## src/rtl/aurora_rx_deframer.sv

```systemverilog
// Aurora RX deframer: rebuilds router packets from SOF/EOF-framed 64-bit words,
// repairs malformed frames and buffers output words in a FIFO with an almost-full flag.
module aurora_rx_deframer #(
  parameter int unsigned DEPTH        = 64,
  parameter int unsigned AW           = 6,
  parameter int unsigned AFULL_THRESH = 48
) (
  input  logic        CLK,
  input  logic        SYS_RST,
  input  logic [63:0] RX_DATA,
  input  logic        RX_VALID,
  input  logic        RX_SOF,
  input  logic        RX_EOF,
  output logic [63:0] Q,
  output logic        Q_VALID,
  input  logic        Q_BP,
  output logic        AFULL,
  output logic        OVF,
  output logic [15:0] ERR_CNT
);

  localparam logic [AW:0] DEPTH_C = (AW+1)'(DEPTH);
  localparam logic [AW:0] AFULL_C = (AW+1)'(AFULL_THRESH);

  typedef enum logic [2:0] {
    S_HUNT,
    S_HEAD,
    S_PAYLOAD,
    S_DRAIN,
    S_PAD
  } state_t;

  state_t      state, state_nxt;
  logic [55:0] togo, togo_nxt;
  logic        push, fsm_err, frame_word;
  logic [63:0] push_data;

  logic [63:0] mem [DEPTH];
  logic [AW-1:0] wr_ptr, rd_ptr;
  logic [AW:0]   count;
  logic          full, empty, pop, wr_ok, drop;

  logic        is_len;
  logic [55:0] len;

  assign is_len = (RX_DATA[63:56] == 8'h00);
  assign len    = RX_DATA[55:0];

  assign full  = (count == DEPTH_C);
  assign empty = (count == '0);
  assign pop   = !empty && !Q_BP;
  // A push into a full FIFO still lands when a pop frees the slot in the same cycle.
  assign wr_ok = push && (!full || pop);
  assign drop  = push && full && !pop;

  always_comb begin
    state_nxt  = state;
    togo_nxt   = togo;
    push       = 1'b0;
    push_data  = RX_DATA;
    fsm_err    = 1'b0;
    frame_word = 1'b0;
    case (state)
      S_HUNT: begin
        if (RX_VALID) begin
          if (RX_SOF) frame_word = 1'b1;
          else        fsm_err    = 1'b1;
        end
      end
      S_HEAD: begin
        if (RX_VALID) begin
          if (RX_SOF) begin
            fsm_err   = 1'b1;
            togo_nxt  = 56'd1;
            state_nxt = S_PAD;
          end else begin
            frame_word = 1'b1;
          end
        end
      end
      S_PAYLOAD: begin
        if (RX_VALID) begin
          if (RX_SOF) begin
            fsm_err   = 1'b1;
            state_nxt = S_PAD;
          end else begin
            push = 1'b1;
            if (togo <= 56'd1) begin
              if (RX_EOF) begin
                state_nxt = S_HUNT;
              end else begin
                fsm_err   = 1'b1;
                state_nxt = S_DRAIN;
              end
            end else begin
              togo_nxt = togo - 56'd1;
              if (RX_EOF) begin
                fsm_err   = 1'b1;
                state_nxt = S_PAD;
              end
            end
          end
        end
      end
      S_DRAIN: begin
        if (RX_VALID && RX_EOF) state_nxt = S_HUNT;
      end
      S_PAD: begin
        fsm_err = RX_VALID;
        if (!full) begin
          push      = 1'b1;
          push_data = '0;
          if (togo != '0)    togo_nxt  = togo - 56'd1;
          if (togo <= 56'd1) state_nxt = S_HUNT;
        end
      end
      default: state_nxt = S_HUNT;
    endcase

    // Header/length classification shared by a SOF word in HUNT and any word in HEAD.
    if (frame_word) begin
      push = 1'b1;
      if (!is_len) begin
        if (RX_EOF) begin
          fsm_err   = 1'b1;
          togo_nxt  = 56'd1;
          state_nxt = S_PAD;
        end else begin
          state_nxt = S_HEAD;
        end
      end else if (len == '0) begin
        if (RX_EOF) begin
          state_nxt = S_HUNT;
        end else begin
          fsm_err   = 1'b1;
          state_nxt = S_DRAIN;
        end
      end else begin
        togo_nxt = len;
        if (RX_EOF) begin
          fsm_err   = 1'b1;
          state_nxt = S_PAD;
        end else begin
          state_nxt = S_PAYLOAD;
        end
      end
    end
  end

  always_ff @(posedge CLK or posedge SYS_RST) begin
    if (SYS_RST) begin
      state   <= S_HUNT;
      togo    <= '0;
      OVF     <= 1'b0;
      ERR_CNT <= '0;
    end else begin
      state <= state_nxt;
      togo  <= togo_nxt;
      if (drop) OVF <= 1'b1;
      if ((fsm_err || drop) && (ERR_CNT != '1)) ERR_CNT <= ERR_CNT + 16'd1;
    end
  end

  always_ff @(posedge CLK or posedge SYS_RST) begin
    if (SYS_RST) begin
      wr_ptr  <= '0;
      rd_ptr  <= '0;
      count   <= '0;
      Q       <= '0;
      Q_VALID <= 1'b0;
      AFULL   <= 1'b0;
    end else begin
      Q_VALID <= pop;
      if (pop) begin
        Q      <= mem[rd_ptr];
        rd_ptr <= rd_ptr + AW'(1);
      end
      if (wr_ok) wr_ptr <= wr_ptr + AW'(1);
      case ({wr_ok, pop})
        2'b10:   count <= count + (AW+1)'(1);
        2'b01:   count <= count - (AW+1)'(1);
        default: count <= count;
      endcase
      AFULL <= (count >= AFULL_C);
    end
  end

  always_ff @(posedge CLK) begin
    if (wr_ok) mem[wr_ptr] <= push_data;
  end

endmodule

```

## config.mk

```make
export PLATFORM = sky130hd
export DESIGN_NAME = aurora_rx_deframer
export DESIGN_NICKNAME = d
export VERILOG_FILES = /design/src/rtl/aurora_rx_deframer.sv
export SDC_FILE = /design/constraint.sdc
export NUM_CORES = 2
export LEC_CHECK = 0
export ABC_AREA = 1
export BUFFER_PORTS_ARGS = -buffer_cell sky130_fd_sc_hd__buf_4
export CORE_MARGIN = 5
export CORE_UTILIZATION = 40
export DETAILED_ROUTE_END_ITERATION = 7
export GPL_TIMING_DRIVEN = 0
export MAX_ROUTING_LAYER = met4
export PLACE_DENSITY_LB_ADDON = 0.08
export REMOVE_ABC_BUFFERS = 1
export SLEW_MARGIN = 20
export SYNTH_ARGS = -nofsm -noshare
export SYNTH_HDL_FRONTEND = slang
export SYNTH_SLANG_ARGS = --single-unit
```

## constraint.sdc

```tcl
create_clock -name CLK -period 7.9 [get_ports CLK]
set_input_delay 1.185 -clock CLK [delete_from_list [all_inputs] [get_ports CLK]]
set_output_delay 1.185 -clock CLK [all_outputs]
set_load 0.05 [all_outputs]
```

---- Word-level counts from Yosys, hierarchy flattened ----
Memories as Yosys holds them, arrays and structs flattened. A register that Yosys moved wholly into a read port is not among the register bits.
Cells that the tools add are included.
cells by class
  add/subtract/negate cells ............... 6
  $lt $le $gt $ge ......................... 2
  equal/unequal tests ..................... 16
  mux-type cells .......................... 52
  reduce and logical (&&, ||, !) cells .... 19
operators with widths
  operator                                                         count
  2-to-1 mux 56 bit                                                11
  one-hot mux 56 bit (3 select lines)                              1
  2-to-1 mux 64 bit                                                2
  less-or-equal comparator 56 x 1 -> 1 bit, second input constant  1
  zero test 56 bit                                                 1
  nonzero test 56 bit                                              1
  subtractor 56 x 1 -> 56 bit, second input constant               1
  2-to-1 mux 3 bit                                                 14
  2-to-1 mux 1 bit                                                 18
  != test 3 bit, second input constant                             6
  adder 16 x 1 -> 16 bit, second input constant                    1
  != test 16 bit, second input constant                            1
  one-hot mux 3 bit (5 select lines)                               1
  one-hot mux 7 bit (2 select lines)                               1
  adder 6 x 1 -> 6 bit, second input constant                      2
  zero test 8 bit                                                  1
  AND reduction 8 bit                                              1
  adder 7 x 1 -> 7 bit, second input constant                      1
  == test 7 bit, second input constant                             1
  >= comparator 7 x 6 -> 1 bit, second input constant              1
  zero test 7 bit                                                  1
  subtractor 7 x 1 -> 7 bit, second input constant                 1
  == test 3 x 2 -> 1 bit, second input constant                    2
  logical AND 1 bit                                                6
  other kinds (13)                                                 18
storage, ports and cells
  bits in registers ....................... 97
  bits in writable memories ............... 4,096
  bits of input ports ..................... 70
  output and inout bits ................... 83
  word-level logic and storage cells ...... 105
  memories ................................ 1
memories
  memory  words  width  rd ports  clocked after Yosys merged registers in  wr ports  RTL line  source
  mem     64     64     1         1                                        1         38        logic [63:0] mem [DEPTH];

---- Longest topological paths before layout ----
  word-level depth ........................ 11
  mapped depth ............................ 21
  depth with buffers taken out ............ 21

---- Worst setup path after synthesis ----
OpenSTA, ideal clock, no wires.
  path kind ............................... input-to-reg
  from .................................... in RX_VALID
  to ...................................... mem mem[15][0] (enable)
  library setup time ...................... 565 ps
  arrival ................................. 6,387 ps
  required time ........................... 7,335 ps
  slack ................................... 949 ps
  cell stages on the path ................. 7
  buffers on the path ..................... 1
  cell sequence ........................... buf_4 > inv_2 > nor2_2 > a22oi_4 > nand3_1 > o21ai_2 > nor3_1
on the way
  cells in the longest elaborated chain, start to end .. 6
  elaborated cells between the ends (all ways) .. 8
  classes of those cells .................. 7 x mux; 1 x reduce/logical
ends and longest elaborated chain
  what                                        RTL line  source
  from (decl)                                 11        input logic RX_VALID,
  2-to-1 mux 1 bit, on equally long branches  n/a
  one-hot mux 1 bit (2 select lines)          63        case (state)
  2-to-1 mux 1 bit *                          121       if (frame_word) begin
  logical AND 1 bit *                         53        assign wr_ok = push && (!full || pop);
  2-to-1 mux 1 bit *                          189       if (wr_ok) mem[wr_ptr] <= push_data;
  2-to-1 mux 1 bit (implied by the code) *    189
  to (decl)                                   38
Every way passes the cells marked *; elsewhere a longest branch is shown, timed or not.

==> qor.csv <==
stage,metric,value,unit
sta,Setup Skew,0.05168,ns
sta,fin crit period,5.852,ns
yosys,dominant cells by area after synthesis,"edfxtp_1 (72%), o21ai_0 (6.3%), nor2_1 (5.3%)",
route,Initial DRC Count,12630,
clock_tree,postcts setup bufs,0,
power,leak pwr,66.96,nW
setup_path,most frequent CP cell,buf_16,
sta,# setup viols final,0,
sta,Max Fclk,0.1709,GHz
global_routing,first-pass GRT wire length,857400,um
yosys,ys flop type,edfxtp_1,
setup_path,Critical Path Start Type,flop,
setup_path,CP arrival,6.77,ns
route,drt via density,5.967,
floorplan,Cell Rows,239,
yosys,Synth Area per Inst,13.00,um2
final_layout,synthesis-to-layout area growth,20.44,%
yosys,Synth Instances,13050,
sta,Slew HR,0.2932,
setup_path,CP Cell Sequence,"buf_16, buf_16, buf_16, buf_16, buf_16, inv_8, buf_16, buf_16, buf_16, buf_16, buf_16, o21ai_0, o221ai_1, nand3_1, nand3_1, nand3_1, a31oi_1",
setup_path,crit path from,rd_ptr[0]$_DFFE_PP0P_,
final_layout,final cell count without fillers,19460,
setup_path,slowest CP cell,dfrtp_4,
sta,RSZ-0062 raised after global routing,no,
setup_path,kind of critical path,flop to flop,
outcome,outcome,"complete, no violations",
final_layout,Multi-input gate area,38850,um2
route,DRC Markers,0,
sta,final hold violations,0,
clock_tree,number of buffers created by CTS,456,
setup_path,Reg2Reg Setup Slack,2.05,ns
route,Routed Antenna Nets,0,
hold_path,worst min path class,input port to asynchronous set/reset pin,
power,peak supply drop,0.3297,mV
clock_tree,CTS Root Cell,clkbuf_16,
floorplan,die height,661.3,um
setup_path,R2R depth,17,
yosys,synthesized cell area,169700,um2
sta,Slew @ Worst Pin,1.059,ns
placement,RD Place Congestion,0.8626,
setup_path,crit path capture,Q[31]$_DFFE_PP0P_,
global_routing,total track usage,0.2836,
yosys,Synth Warn #,0,
floorplan,CORE AREA,423100,um2
power,PD cells,356.9,nW/um2
placement,DP Cell Count,18600,
route,Routed WL,619600,um
placement,count of input and output buffers,152,
floorplan,Initial Utilization,0.4010,
floorplan,# IOs,153,
setup_path,CP Max Fanout,122,
setup_path,Crit path required time,8.82,ns
route,DRT Pass-1 Iters,6,
clock_tree,Clock Latency Late Sink,1.03,ns
clock_tree,CTS Sinks,4257,
floorplan,Die W,661.3,um
yosys,post-synth top area cell,edfxtp_1,
yosys,share of the synthesized area in the top cell type,0.7248,
setup_path,worst path bufs/invs,11,
setup_path,reg-to-reg startpoint,rd_ptr[0]$_DFFE_PP0P_,
clock_tree,htree depth,5,
global_routing,largest net degree at the start of global routing,137,
clock_tree,Clock Path Buffers,4,
setup_path,"Largest stage delay, worst path",0.77,ns
global_routing,vias in the first global route,111300,
yosys,post-synthesis cell type count,50,
sta,final setup TNS,0,ns
yosys,number of synthesized flops with an enable pin,4096,
clock_tree,cts repair resizes,0,
clock_tree,Hold Buf Count CTS,0,
setup_path,Worst setup EP type,flop,
clock_tree,"Clk pin slew, worst setup/hold paths",0.06,ns
clock_tree,CTS tree,built,
setup_path,Critical Path Stages,17,
setup_path,Critical R2R Capture,Q[31]$_DFFE_PP0P_,
yosys,#FFs+latches synth,4257,
yosys,Async SR Flop Fraction,0.03782,
global_routing,GRT overflow,0,
route,DR WL/cell,31.85,um
setup_path,Top Family by Delay on Critical Path,buffers and inverters,
flow_run,max cap viols,0,
final_layout,layout cells sized above 1,0.1227,
sta,Pins Over Slew Limit,0,
final_layout,register area,127000,um2
sta,final period utilization,0.7407,
route,via count,116100,
yosys,post-synthesis sequential area ratio,0.7486,
placement,DP HPWL,402700,um
global_routing,initial antenna violation count,9,
final_layout,fin nets,13480,
final_layout,fill count,36120,
floorplan,die area,437400,um2
cell type report:
| cell class | instances | share of cell area |
|---|---|---|
| clock buffer | 625 | 0.06102 |
| clock inverter | 220 | 0.009770 |
| timing repair buffer | 812 | 0.07814 |
| inverter | 230 | 0.004579 |
| multi-input combinational | 7639 | 0.1901 |
| sequential | 4257 | 0.6216 |
| tap | 5663 | 0.03467 |
| antenna | 9 | 0.0001102 |
power breakdown:
part	internal, mW	switching [mW]	total (mW)
sequential	26.5	0.825	27.3
combinational	7.64	17.2	24.9
clock	11.9	8.91	20.8
total	46.0	27.0	72.9
synthesized netlist by cell type (7+ instances only):
cell type and instances:
buf_1 41, o21ai_0 2127, nor2_2 21, buf_6 11, nand2_1 668, nand3_2 8
nand3_1 647, a21oi_1 278, o221ai_1 405, nor2_1 2393, dfrtp_1 161, inv_1 207
xnor2_1 10, xor2_1 28, nand4_1 92, o22ai_1 627, nor3_1 19, nor2_4 12
a31oi_1 66, nand2_2 18, clkbuf_1 602, buf_2 261, buf_4 13, nor4_1 8
o21ai_1 43, o211ai_1 120, inv_2 19, ha_1 13, nand2_4 7, edfxtp_1 4096
sequential cells by signal (all words and copies together), names as in the netlist:
register,count
mem,4096
Q,64
togo,56
ERR_CNT,16
count,7
rd_ptr,6
wr_ptr,6
state,3
AFULL,1
OVF,1
Q_VALID,1
worst reg2reg max path, cell delays in order (launching register included):
cell      delay (ns)
dfrtp_4         0.77
buf_16          0.34
buf_16          0.30
buf_16          0.27
buf_16          0.30
buf_16          0.31
inv_8           0.45
buf_16          0.40
buf_16          0.52
buf_16          0.45
buf_16          0.36
buf_16          0.36
o21ai_0         0.16
o221ai_1        0.21
nand3_1         0.10
nand3_1         0.15
nand3_1         0.16
a31oi_1         0.18
metal layers:
metal / wire length, um / vias to the layer above / GRT usage / share of wire
li1: - / 49750 / - / -
met1: 249800 / 59640 / 0.3696 / 0.40
met2: 291100 / 5363 / 0.4440 / 0.47
met3: 46010 / 1330 / 0.04090 / 0.074
met4: 32670 / 0 / 0.1263 / 0.053
met5: 0 / - / - / 0
logic make-up after synthesis:
kind of cell,count (synthesis),synth area share
xor+xnor,38,0.001961
flops,4257,0.7486
simple gates,3902,0.09500
fa+ha+maj,14,0.001077
compound gates,3685,0.1250
buf+inv,1158,0.02836
worst min-delay path by stage:
| stage | start | endpoint | slack (ns) | cells after the start |
|---|---|---|---|---|
| 3_5_place_dp | count[0]$_DFFE_PP0P_ | count[0]$_DFFE_PP0P_ | 0.47 | 1 |
| 4_1_cts | SYS_RST | Q[50]$_DFFE_PP0P_ | 0.09 | 2 |
| 3_3_place_gp | count[0]$_DFFE_PP0P_ | count[0]$_DFFE_PP0P_ | 0.47 | 1 |
| 5_1_grt | SYS_RST | Q[50]$_DFFE_PP0P_ | 0.13 | 2 |
| 2_1_floorplan | count[0]$_DFFE_PP0P_ | count[0]$_DFFE_PP0P_ | 0.45 | 1 |
| 6_report | SYS_RST | Q[50]$_DFFE_PP0P_ | 0.15 | 2 |
cells in the final DEF, fill, tap and decap left out, drive strengths merged, types with 2 or more instances in the layout:
cell and instances:
edfxtp 4096, nor2 2430, o21ai 2176, buf 812
nand2 693, nand3 656, o22ai 627, clkbuf 625
o221ai 405, a21oi 280, inv 240, clkinv 168
dfrtp 161, o211ai 120, nand4 92, a31oi 66
xor2 28, bufinv 26, nor3 20, clkinvlp 16
ha 13, xnor2 10, diode 9, nor4 9
o2111ai 3, nand3b 2, o31ai 2
stage by stage:
step	util	setup WS, ns	power (mW)	hold slack (ns)	cell area [um2]
2_1_floorplan	-	-136.73	38.17	0.4465	165800
3_3_place_gp	0.4112	-426.13	40.91	0.4673	174000
3_5_place_dp	0.4488	2.051	52.47	0.4681	189900
4_1_cts	0.4830	2.090	73.19	0.08737	204400
5_1_grt	0.4830	1.811	76.11	0.1278	204400
6_report	0.4830	2.048	72.94	0.1456	204400
(Power assumes the default switching activity.)
